`config.mk`:
```
export PLATFORM = sky130hd
export DESIGN_NAME = multi_singly_linked_list
export DESIGN_NICKNAME = d
export VERILOG_FILES = /design/src/rtl/multi_singly_linked_list.sv
export SDC_FILE = /design/constraint.sdc
export NUM_CORES = 1
export LEC_CHECK = 0
export ABC_CLOCK_PERIOD_IN_PS = 5800
export BUFFER_PORTS_ARGS = -buffer_cell sky130_fd_sc_hd__buf_2
export CELL_PAD_IN_SITES_DETAIL_PLACEMENT = 1
export CELL_PAD_IN_SITES_GLOBAL_PLACEMENT = 1
export CORE_UTILIZATION = 45
export DETAILED_ROUTE_END_ITERATION = 8
export PLACE_DENSITY_LB_ADDON = 0.1
export RECOVER_POWER = 25
export SLEW_MARGIN = 0
export SYNTH_ARGS = -nofsm -noshare
export SYNTH_HDL_FRONTEND = slang
export SYNTH_SLANG_ARGS = --single-unit
export TNS_END_PERCENT = 5
```
`constraint.sdc`:
```
create_clock -name clk -period 5.8 [get_ports clk]
set_input_delay 0.87 -clock clk [delete_from_list [all_inputs] [get_ports clk]]
set_output_delay 0.87 -clock clk [all_outputs]
set_load 0.02 [all_outputs]
```
`src/rtl/multi_singly_linked_list.sv`:
```
// multi_singly_linked_list: NUM_LISTS singly linked lists sharing one node pool, one operation at a time
module multi_singly_linked_list #(
   parameter int DATA_WIDTH = 8,
   parameter int MAX_NODE   = 8,
   parameter int NUM_LISTS  = 4,
   localparam int PTR_W  = $clog2(MAX_NODE + 1),
   localparam int LSEL_W = (NUM_LISTS > 1) ? $clog2(NUM_LISTS) : 1
) (
   input  logic                       clk,
   input  logic                       rst,
   input  logic                       op_start,
   input  logic [2:0]                 op,
   input  logic [LSEL_W-1:0]          list_sel,
   input  logic [PTR_W-1:0]           idx_in,
   input  logic [DATA_WIDTH-1:0]      data_in,
   output logic                       op_ready,
   output logic                       op_done,
   output logic                       fault,
   output logic [DATA_WIDTH-1:0]      data_out,
   output logic [PTR_W-1:0]           addr_out,
   output logic [NUM_LISTS*PTR_W-1:0] length_flat,
   output logic [NUM_LISTS-1:0]       list_empty,
   output logic [PTR_W-1:0]           free_count,
   output logic                       full
);
   localparam int AW = (MAX_NODE > 1) ? $clog2(MAX_NODE) : 1;
   localparam logic [PTR_W-1:0] NIL = {PTR_W{1'b1}};

   typedef enum logic [2:0] {OP_READ, OP_INS, OP_DELV, OP_DELI, OP_PUSHB, OP_PUSHF, OP_POP, OP_CLR} op_e;
   typedef enum logic [2:0] {S_IDLE, S_EXEC, S_WALK, S_FIND, S_CLEAR, S_DONE} state_e;

   state_e                state_q, state_d;
   op_e                   op_q, op_d;
   logic [LSEL_W-1:0]     lsel_q, lsel_d;
   logic [PTR_W-1:0]      idx_q, idx_d, cur_q, cur_d, prev_q, prev_d, cnt_q, cnt_d;
   logic [DATA_WIDTH-1:0] din_q, din_d, dout_q, dout_d;
   logic [PTR_W-1:0]      aout_q, aout_d;
   logic                  fault_q, fault_d;
   logic [MAX_NODE-1:0]   vld_q, vld_d;
   logic [PTR_W-1:0]      nxt_q [MAX_NODE];
   logic [PTR_W-1:0]      nxt_d [MAX_NODE];
   logic [DATA_WIDTH-1:0] mem_q [MAX_NODE];
   logic [DATA_WIDTH-1:0] mem_d [MAX_NODE];
   logic [PTR_W-1:0]      head_q [NUM_LISTS];
   logic [PTR_W-1:0]      head_d [NUM_LISTS];
   logic [PTR_W-1:0]      tail_q [NUM_LISTS];
   logic [PTR_W-1:0]      tail_d [NUM_LISTS];
   logic [PTR_W-1:0]      len_q [NUM_LISTS];
   logic [PTR_W-1:0]      len_d [NUM_LISTS];

   logic [PTR_W-1:0]  fp, fc, hd, tl, ln;
   logic [LSEL_W-1:0] ls, isel;
   logic              lsel_ok, ins_f, ins_b, ins_m, del;

   function automatic logic [AW-1:0] ix(input logic [PTR_W-1:0] p);
      return AW'(p);
   endfunction

   assign lsel_ok = 32'(lsel_q) < NUM_LISTS;
   assign ls      = lsel_ok ? lsel_q : '0;
   assign isel    = (32'(list_sel) < NUM_LISTS) ? list_sel : '0;
   assign hd      = head_q[ls];
   assign tl      = tail_q[ls];
   assign ln      = len_q[ls];

   // lowest free pool slot and number of free slots
   always_comb begin
      fp = NIL;
      fc = '0;
      for (int i = MAX_NODE - 1; i >= 0; i--) begin
         if (!vld_q[i]) fp = PTR_W'(i);
         fc = fc + PTR_W'(!vld_q[i]);
      end
   end

   // next state, list walk and the single commit of each insert/delete
   always_comb begin
      state_d = state_q;
      op_d    = op_q;
      lsel_d  = lsel_q;
      idx_d   = idx_q;
      din_d   = din_q;
      cur_d   = cur_q;
      prev_d  = prev_q;
      cnt_d   = cnt_q;
      fault_d = fault_q;
      dout_d  = dout_q;
      aout_d  = aout_q;
      vld_d   = vld_q;
      nxt_d   = nxt_q;
      mem_d   = mem_q;
      head_d  = head_q;
      tail_d  = tail_q;
      len_d   = len_q;
      ins_f   = 1'b0;
      ins_b   = 1'b0;
      ins_m   = 1'b0;
      del     = 1'b0;
      case (state_q)
         S_IDLE: if (op_start) begin
            op_d    = op_e'(op);
            lsel_d  = list_sel;
            idx_d   = idx_in;
            din_d   = data_in;
            cur_d   = head_q[isel];
            prev_d  = NIL;
            cnt_d   = '0;
            fault_d = 1'b0;
            state_d = (op_e'(op) inside {OP_PUSHB, OP_PUSHF, OP_POP}) ? S_EXEC :
                      (op_e'(op) == OP_DELV) ? S_FIND : (op_e'(op) == OP_CLR) ? S_CLEAR : S_WALK;
         end
         S_EXEC: begin
            state_d = S_DONE;
            if (!lsel_ok || ((op_q == OP_POP) ? (ln == '0) : full)) fault_d = 1'b1;
            else begin
               ins_b = op_q == OP_PUSHB;
               ins_f = op_q == OP_PUSHF;
               del   = op_q == OP_POP;
            end
         end
         S_WALK: begin
            if (cnt_q == '0 && (!lsel_ok || ((op_q == OP_INS) ? full : (idx_q >= ln)))) begin
               fault_d = 1'b1;
               state_d = S_DONE;
            end else if (cnt_q == idx_q || (op_q == OP_INS && idx_q >= ln)) begin
               state_d = S_DONE;
               ins_b   = op_q == OP_INS && idx_q >= ln;
               ins_f   = op_q == OP_INS && idx_q < ln && idx_q == '0;
               ins_m   = op_q == OP_INS && idx_q < ln && idx_q != '0;
               del     = op_q == OP_DELI;
               if (op_q == OP_READ) begin
                  dout_d = mem_q[ix(cur_q)];
                  aout_d = cur_q;
               end
            end else begin
               prev_d = cur_q;
               cur_d  = nxt_q[ix(cur_q)];
               cnt_d  = cnt_q + 1'b1;
            end
         end
         S_FIND: begin
            if (!lsel_ok || cur_q == NIL) begin
               fault_d = 1'b1;
               state_d = S_DONE;
            end else if (mem_q[ix(cur_q)] == din_q) begin
               del     = 1'b1;
               state_d = S_DONE;
            end else begin
               prev_d = cur_q;
               cur_d  = nxt_q[ix(cur_q)];
            end
         end
         S_CLEAR: begin
            if (!lsel_ok) begin
               fault_d = 1'b1;
               state_d = S_DONE;
            end else if (hd == NIL) state_d = S_DONE;
            else begin
               vld_d[ix(hd)] = 1'b0;
               nxt_d[ix(hd)] = NIL;
               head_d[ls]    = nxt_q[ix(hd)];
               len_d[ls]     = ln - 1'b1;
               if (nxt_q[ix(hd)] == NIL) tail_d[ls] = NIL;
            end
         end
         S_DONE: state_d = S_IDLE;
         default: state_d = S_IDLE;
      endcase
      if (ins_f || ins_b || ins_m) begin
         vld_d[ix(fp)] = 1'b1;
         mem_d[ix(fp)] = din_q;
         nxt_d[ix(fp)] = ins_f ? hd : ins_m ? cur_q : NIL;
         len_d[ls]     = ln + 1'b1;
         aout_d        = fp;
         if (ins_f) head_d[ls] = fp;
         if ((ins_f && hd == NIL) || ins_b) tail_d[ls] = fp;
         if (ins_b && tl == NIL) head_d[ls] = fp;
         if (ins_b && tl != NIL) nxt_d[ix(tl)] = fp;
         if (ins_m) nxt_d[ix(prev_q)] = fp;
      end
      if (del) begin
         vld_d[ix(cur_q)] = 1'b0;
         nxt_d[ix(cur_q)] = NIL;
         len_d[ls]        = ln - 1'b1;
         dout_d           = mem_q[ix(cur_q)];
         aout_d           = cur_q;
         if (prev_q == NIL) head_d[ls] = nxt_q[ix(cur_q)];
         else nxt_d[ix(prev_q)] = nxt_q[ix(cur_q)];
         if (cur_q == tl) tail_d[ls] = prev_q;
      end
   end

   // state register
   always_ff @(posedge clk or posedge rst) begin
      if (rst) state_q <= S_IDLE;
      else state_q <= state_d;
   end

   // operation context, walk pointers, node pool and list descriptors
   always_ff @(posedge clk or posedge rst) begin
      if (rst) begin
         op_q    <= OP_READ;
         lsel_q  <= '0;
         idx_q   <= '0;
         din_q   <= '0;
         cur_q   <= NIL;
         prev_q  <= NIL;
         cnt_q   <= '0;
         fault_q <= 1'b0;
         dout_q  <= '0;
         aout_q  <= '0;
         vld_q   <= '0;
         nxt_q   <= '{default: NIL};
         mem_q   <= '{default: '0};
         head_q  <= '{default: NIL};
         tail_q  <= '{default: NIL};
         len_q   <= '{default: '0};
      end else begin
         op_q    <= op_d;
         lsel_q  <= lsel_d;
         idx_q   <= idx_d;
         din_q   <= din_d;
         cur_q   <= cur_d;
         prev_q  <= prev_d;
         cnt_q   <= cnt_d;
         fault_q <= fault_d;
         dout_q  <= dout_d;
         aout_q  <= aout_d;
         vld_q   <= vld_d;
         nxt_q   <= nxt_d;
         mem_q   <= mem_d;
         head_q  <= head_d;
         tail_q  <= tail_d;
         len_q   <= len_d;
      end
   end

   assign op_ready   = state_q == S_IDLE;
   assign op_done    = state_q == S_DONE;
   assign fault      = op_done & fault_q;
   assign data_out   = dout_q;
   assign addr_out   = aout_q;
   assign free_count = fc;
   assign full       = fc == '0;

   for (genvar g = 0; g < NUM_LISTS; g++) begin : g_stat
      assign length_flat[g*PTR_W +: PTR_W] = len_q[g];
      assign list_empty[g]                 = len_q[g] == '0;
   end
endmodule

```
Word level (Yosys, flattened, before mapping)
Cells that the tools add are included.
{"block": "op_classes", "addsub": 10, "order_cmp": 21, "eq_ne": 37, "muxes": 157, "bitwise": 16, "n_reduce_logical": 57}
{"operator": "$mux W16", "count": 19}
{"operator": "$mux W32", "count": 8}
{"operator": "$mux W4", "count": 47}
{"operator": "$bwmux W16", "count": 9}
{"operator": "$bwmux W32", "count": 4}
{"operator": "$mux W8", "count": 12}
{"operator": "$bwmux W64", "count": 1}
{"operator": "$or A32 B32 Y32", "count": 2}
{"operator": "$demux W4 S3", "count": 5}
{"operator": "$bmux W4 S2", "count": 4}
{"operator": "$logic_not A4 Y1", "count": 8}
{"operator": "$eq A3 B3 Y1 const B", "count": 9}
{"operator": "$mux W3", "count": 9}
{"operator": "$bmux W4 S3", "count": 2}
{"operator": "$bmux W8 S3", "count": 1}
{"operator": "$demux W8 S3", "count": 1}
{"operator": "$pmux W4 S3", "count": 2}
{"operator": "$mux W1", "count": 23}
{"operator": "$eq A4 B4 Y1 const B", "count": 5}
{"operator": "$ge A4 B4 Y1 const B", "count": 5}
{"operator": "$lt A4 B1 Y1 const B", "count": 5}
{"operator": "$ne A2 B2 Y1 const B", "count": 10}
{"operator": "$not A3 Y4", "count": 5}
{"operator": "$logic_and A1 B1 Y1", "count": 17}
{"operator": "42 further kinds", "count": 85}
{"block": "word_totals", "reg_bits": 197, "out_inout_bits": 40, "wordCells": 338}

Longest topological paths before layout
{"block": "logic_depth", "depth_word": 26, "ltp_mapped": 20, "ltp_nobuf": 18}

Worst setup path before layout
No wires, ideal clock.
{"block": "synth_path", "path_type": "reg-to-reg", "from": "reg vld_q[4]", "to": "reg nxt_q[25] in the netlist's numbering", "setup_time_ns": 0.098, "arrival_ns": 4.616, "required_ns": 5.702, "path_slack_ns": 1.085, "stages_incl_launch_ff": 20, "path_buffers": 1, "path_cell_list": "dfrtp_1 -> inv_1 -> fa_1 -> inv_1 -> fa_1 -> fa_1 -> inv_1 -> ha_1 -> inv_1 -> fa_1 -> xnor2_1 -> a211o_1 -> nand2_1 -> o22ai_1 -> nand2_1 -> o2bb2a_1 -> clkbuf_1 -> a21oi_1 -> nor3_1 -> a221oi_1"}
{"item": "from (decl)", "line": "39", "text": "logic [MAX_NODE-1:0] vld_q, vld_d;"}
{"item": "from (signal assigned)", "line": "229", "text": "vld_q <= vld_d;"}
{"item": "to (signal assigned)", "line": "230", "text": "nxt_q <= nxt_d;"}
{"item": "to (decl)", "line": "40", "text": "logic [PTR_W-1:0] nxt_q [MAX_NODE];"}

Final worst setup path
{"block": "layout_path", "from": "reg vld_q[4]", "to": "reg mem_q[18] in the netlist's numbering"}
{"block": "layout_between", "elab_chain_cells": 13, "elab_cells_between_ends": 32, "classes_between": "5 x add/sub; 2 x order compare; 18 x mux; 1 x bitwise; 6 x reduce/logical"}
{"item": "$logic_not A1 Y1", "line": "72", "text": "fc = fc + PTR_W'(!vld_q[i]);"}
{"item": "$add A3 B1 Y4", "line": "72"}
{"item": "$add A4 B1 Y4 (4 in series)", "line": "72"}
{"item": "$logic_not A4 Y1", "line": "244", "text": "assign full = fc == '0;"}
{"item": "$mux W1", "line": "122", "text": "if (cnt_q == '0 && (!lsel_ok || ((op_q == OP_INS) ? full : (idx_q >= ln)))) begin"}
{"item": "$logic_and A1 B1 Y1", "line": "122"}
{"item": "$mux W1", "line": "122"}
{"item": "$pmux W1 S2", "line": "99", "text": "case (state_q)"}
{"item": "$logic_or A1 B1 Y1 (2 in series)", "line": "169", "text": "if (ins_f || ins_b || ins_m) begin"}
{"item": "to (signal assigned)", "line": "231", "text": "mem_q <= mem_d;"}
{"item": "to (decl)", "line": "42", "text": "logic [DATA_WIDTH-1:0] mem_q [MAX_NODE];"}
Parallel ways exist; a longest one is shown, timed or not.
A chain may end at the register's enable or synchronous reset.

==> results by group <==
Global route
  • First-pass GRT wire length: 65400 um
  • All-Layer GR Usage: 31.2%
  • Largest net degree at the start of global routing: 117
  • Vias in the first global route: 10800
  • Antenna violations before repair: 1
  • GRT overflow: 0

Floorplanning
  • Die W: 167 um
  • Die area: 27800 um^2
  • Initial Util: 46.3%
  • FP Rows: 59
  • Core box area: 26400 um^2
  • Die height: 167 um
  • I/O pins: 60

Place
  • GP Congestion: 0.926
  • Dpl hpwl: 30500 um
  • Port Buffers: 59

Clocking
  • Htree depth: 4
  • Clk buf depth: 2
  • CTS sink cnt: 197
  • CTS Hold Bufs: 0
  • Clock buffer count from CTS: 17
  • Reg clk slew, reported paths: 80 ps
  • CTS root buffer: clkbuf_16
  • Clock latency on the worst-skew pair: 460 ps
  • CTS tree: done
  • Setup Fix Bufs, Post-CTS: 0
  • CTS resizes: 0

Final layout
  • Final #Nets: 1279
  • Share of layout cells above drive strength 1: 28.7%
  • Ant diodes: 0
  • Area Overhead vs Synth: 10.5%

Timing
  • Final Hold Fails: 0
  • Worst slew pin tran: 3010 ps
  • Worst slew margin: -101%
  • Endpoints failing setup: 0
  • Fin crit share: 95.4%
  • Pins Over Slew Limit: 117
  • Final TNS setup: 0 ps
  • Worst Skew: 16.7 ps
  • Max Freq: 181 MHz
  • Final min period: 5530 ps
  • RSZ-0062 raised after global routing: true

Setup path
  • Crit Path Category: reg2reg
  • Critical Path Source Type: register
  • Critical path arrival: 5870 ps
  • FF-to-FF path depth: 17
  • CP Max Fanout: 10
  • Crit path capture type: register
  • Worst Path Required: 6140 ps

Logic synthesis
  • Synth top area cells: dfrtp_1 26%, dfstp_2 15%, mux2_2 9.2%, mux2i_1 6.8%, mux4_2 3.7%
  • Part of the Yosys area used for sequential elements: 41.1%
  • YS warnings: 0
  • Post-synth top area share: 25.6%
  • Average cell area after synthesis: 10.2 um^2
  • Post-Syn Instances: 1197
  • Synthesized flop and latch total: 197
  • Post-synth EDFFs: 0
  • Synthesized area: 12200 um^2
  • Commonest cells in the netlist: 125 x dfrtp_1, 100 x mux2_2, 97 x nand2_1, 83 x mux2i_1, 82 x nor2_1
  • Synth area leader: dfrtp_1
  • Asr flop ratio synth: 100%
  • Top FF cell, synth: dfrtp_1
  • Syn Nets: 1233
  • Synth cell types: 82
  • Most common cell in the netlist: dfrtp_1

Power
  • VDD IR max: 251 uV
  • Leak pwr: 5.70 nW
  • Final Power: 0.00857 W
  • Pwr Density: 636 nW/um^2

Routing
  • Final ANT Viol Nets: 0
  • Initial DRC count: 897
  • Drt wl/cell: 26.5 um
  • DRT Pass-1 Iters: 5
  • Residual DRC: 0
  • Vias per cell: 6.51
  • Total number of vias: 10400
  • Final WL: 42100 um

Min path
  • Min-Delay Path Class: in2async

Run
  • Max cap viols: 1

Run status
  • Status: finished with violations
  • Violated checks: capacitance limit, slew limit
[worst paths after layout]
path                       startpoint   endpoint  slack [ps]
max                          vld_q[4]  mem_q[18]         270
min in group clk            mem_q[54]  mem_q[54]         490
min                               rst   cnt_q[3]         350
max in group asynchronous         rst   mem_q[2]        2270
max reg2reg                  vld_q[4]  mem_q[18]         270
min reg2reg                 mem_q[54]  mem_q[54]         490
[critical path, stage by stage, from the launching register on]
cell,delay (ps)
dfrtp_1,430
inv_1,90
fa_1,540
inv_1,50
fa_1,490
fa_1,420
inv_1,70
ha_1,160
inv_1,60
fa_1,470
nand2b_1,170
o21a_1,190
nor3_1,450
or3_1,370
nand2_1,370
nand3_1,470
buf_4,250
mux2_2,350
[cells in the final DEF (no fill, tap or decap), types with 9 or more instances in the layout]
cell type  instances
dfrtp_1          125
mux2_2           100
nand2_1           96
mux2i_1           83
nor2_1            80
dfstp_2           72
o21ai_0           60
buf_2             59
a21oi_1           43
inv_1             40
buf_4             40
a22oi_1           33
o22ai_1           32
nor3_1            27
nand3_1           21
nor2b_1           20
mux4_2            20
o21ai_1           18
nand2b_1          17
clkbuf_16         17
and2_1            16
xor2_1            14
a221oi_1          13
ha_1              12
a31oi_1           10
a22o_1            10
a2bb2oi_1          9
[area by class of cell]
type / instances / area [um^2]
Clock inverter: 14 / 159
Timing Repair Buffer: 101 / 621
Inverter: 42 / 159
Fill cell: 2903 / 12900
Multi-Input combinational cell: 884 / 6680
Tap cell: 335 / 419
Sequential cell: 197 / 5020
Clock buffer: 17 / 425
[flip-flops by register name, summed over array words and instances, names as in the netlist]
| name | count |
|---|---|
| mem_q | 64 |
| nxt_q | 32 |
| head_q | 16 |
| length_flat | 16 |
| tail_q | 16 |
| data_out | 8 |
| din_q | 8 |
| vld_q | 8 |
| addr_out | 4 |
| cnt_q | 4 |
| cur_q | 4 |
| idx_q | 4 |
| prev_q | 4 |
| op_q | 3 |
| state_q | 3 |
| ls | 2 |
| fault_q | 1 |
[routing by layer]
layer  GRT usage [%]  part of all wire, %  wire [um]
met3            5.99                  5.4       2280
met4            14.7                  4.1       1730
met5               0                0.031         13
met1            39.9                   43      18100
met2            50.9                   48      20000
[kinds of logic after synthesis]
group,Yosys count,synth area share [%]
simple gates,339,14.0
buf+inv,116,4.29
compound gates,305,17.5
fa+ha+maj,16,1.89
xor+xnor,21,1.51
mux,203,19.7
flops,197,41.1
[metrics by stage]
| stage | setup WS, ps | util, % | instances | instance area [um^2] | hold slack, ps |
|---|---|---|---|---|---|
| global route | -12.9 | 51.2 | 1590 | 13500 | 376 |
| CTS | 189 | 51.2 | 1590 | 13500 | 323 |
| detailed placement | 191 | 49.0 | 1559 | 12900 | 471 |
| global placement | 400 | 49.0 | 1559 | 12900 | 457 |
| floorplan | 1090 | - | 1197 | 12200 | 444 |
| finish | 266 | 51.2 | 1590 | 13500 | 346 |
[report_power, final]
part | internal [W] | switching [W] | total, W | leakage [nW]
combinational | 0.00180 | 0.00285 | 0.00465 | 3.03
sequential | 0.00203 | 0.000687 | 0.00272 | 2.38
clock | 0.000579 | 0.000632 | 0.00121 | 0.287
total | 0.00441 | 0.00417 | 0.00857 | 5.70
Note: power is estimated with default switching activity, not from simulation.
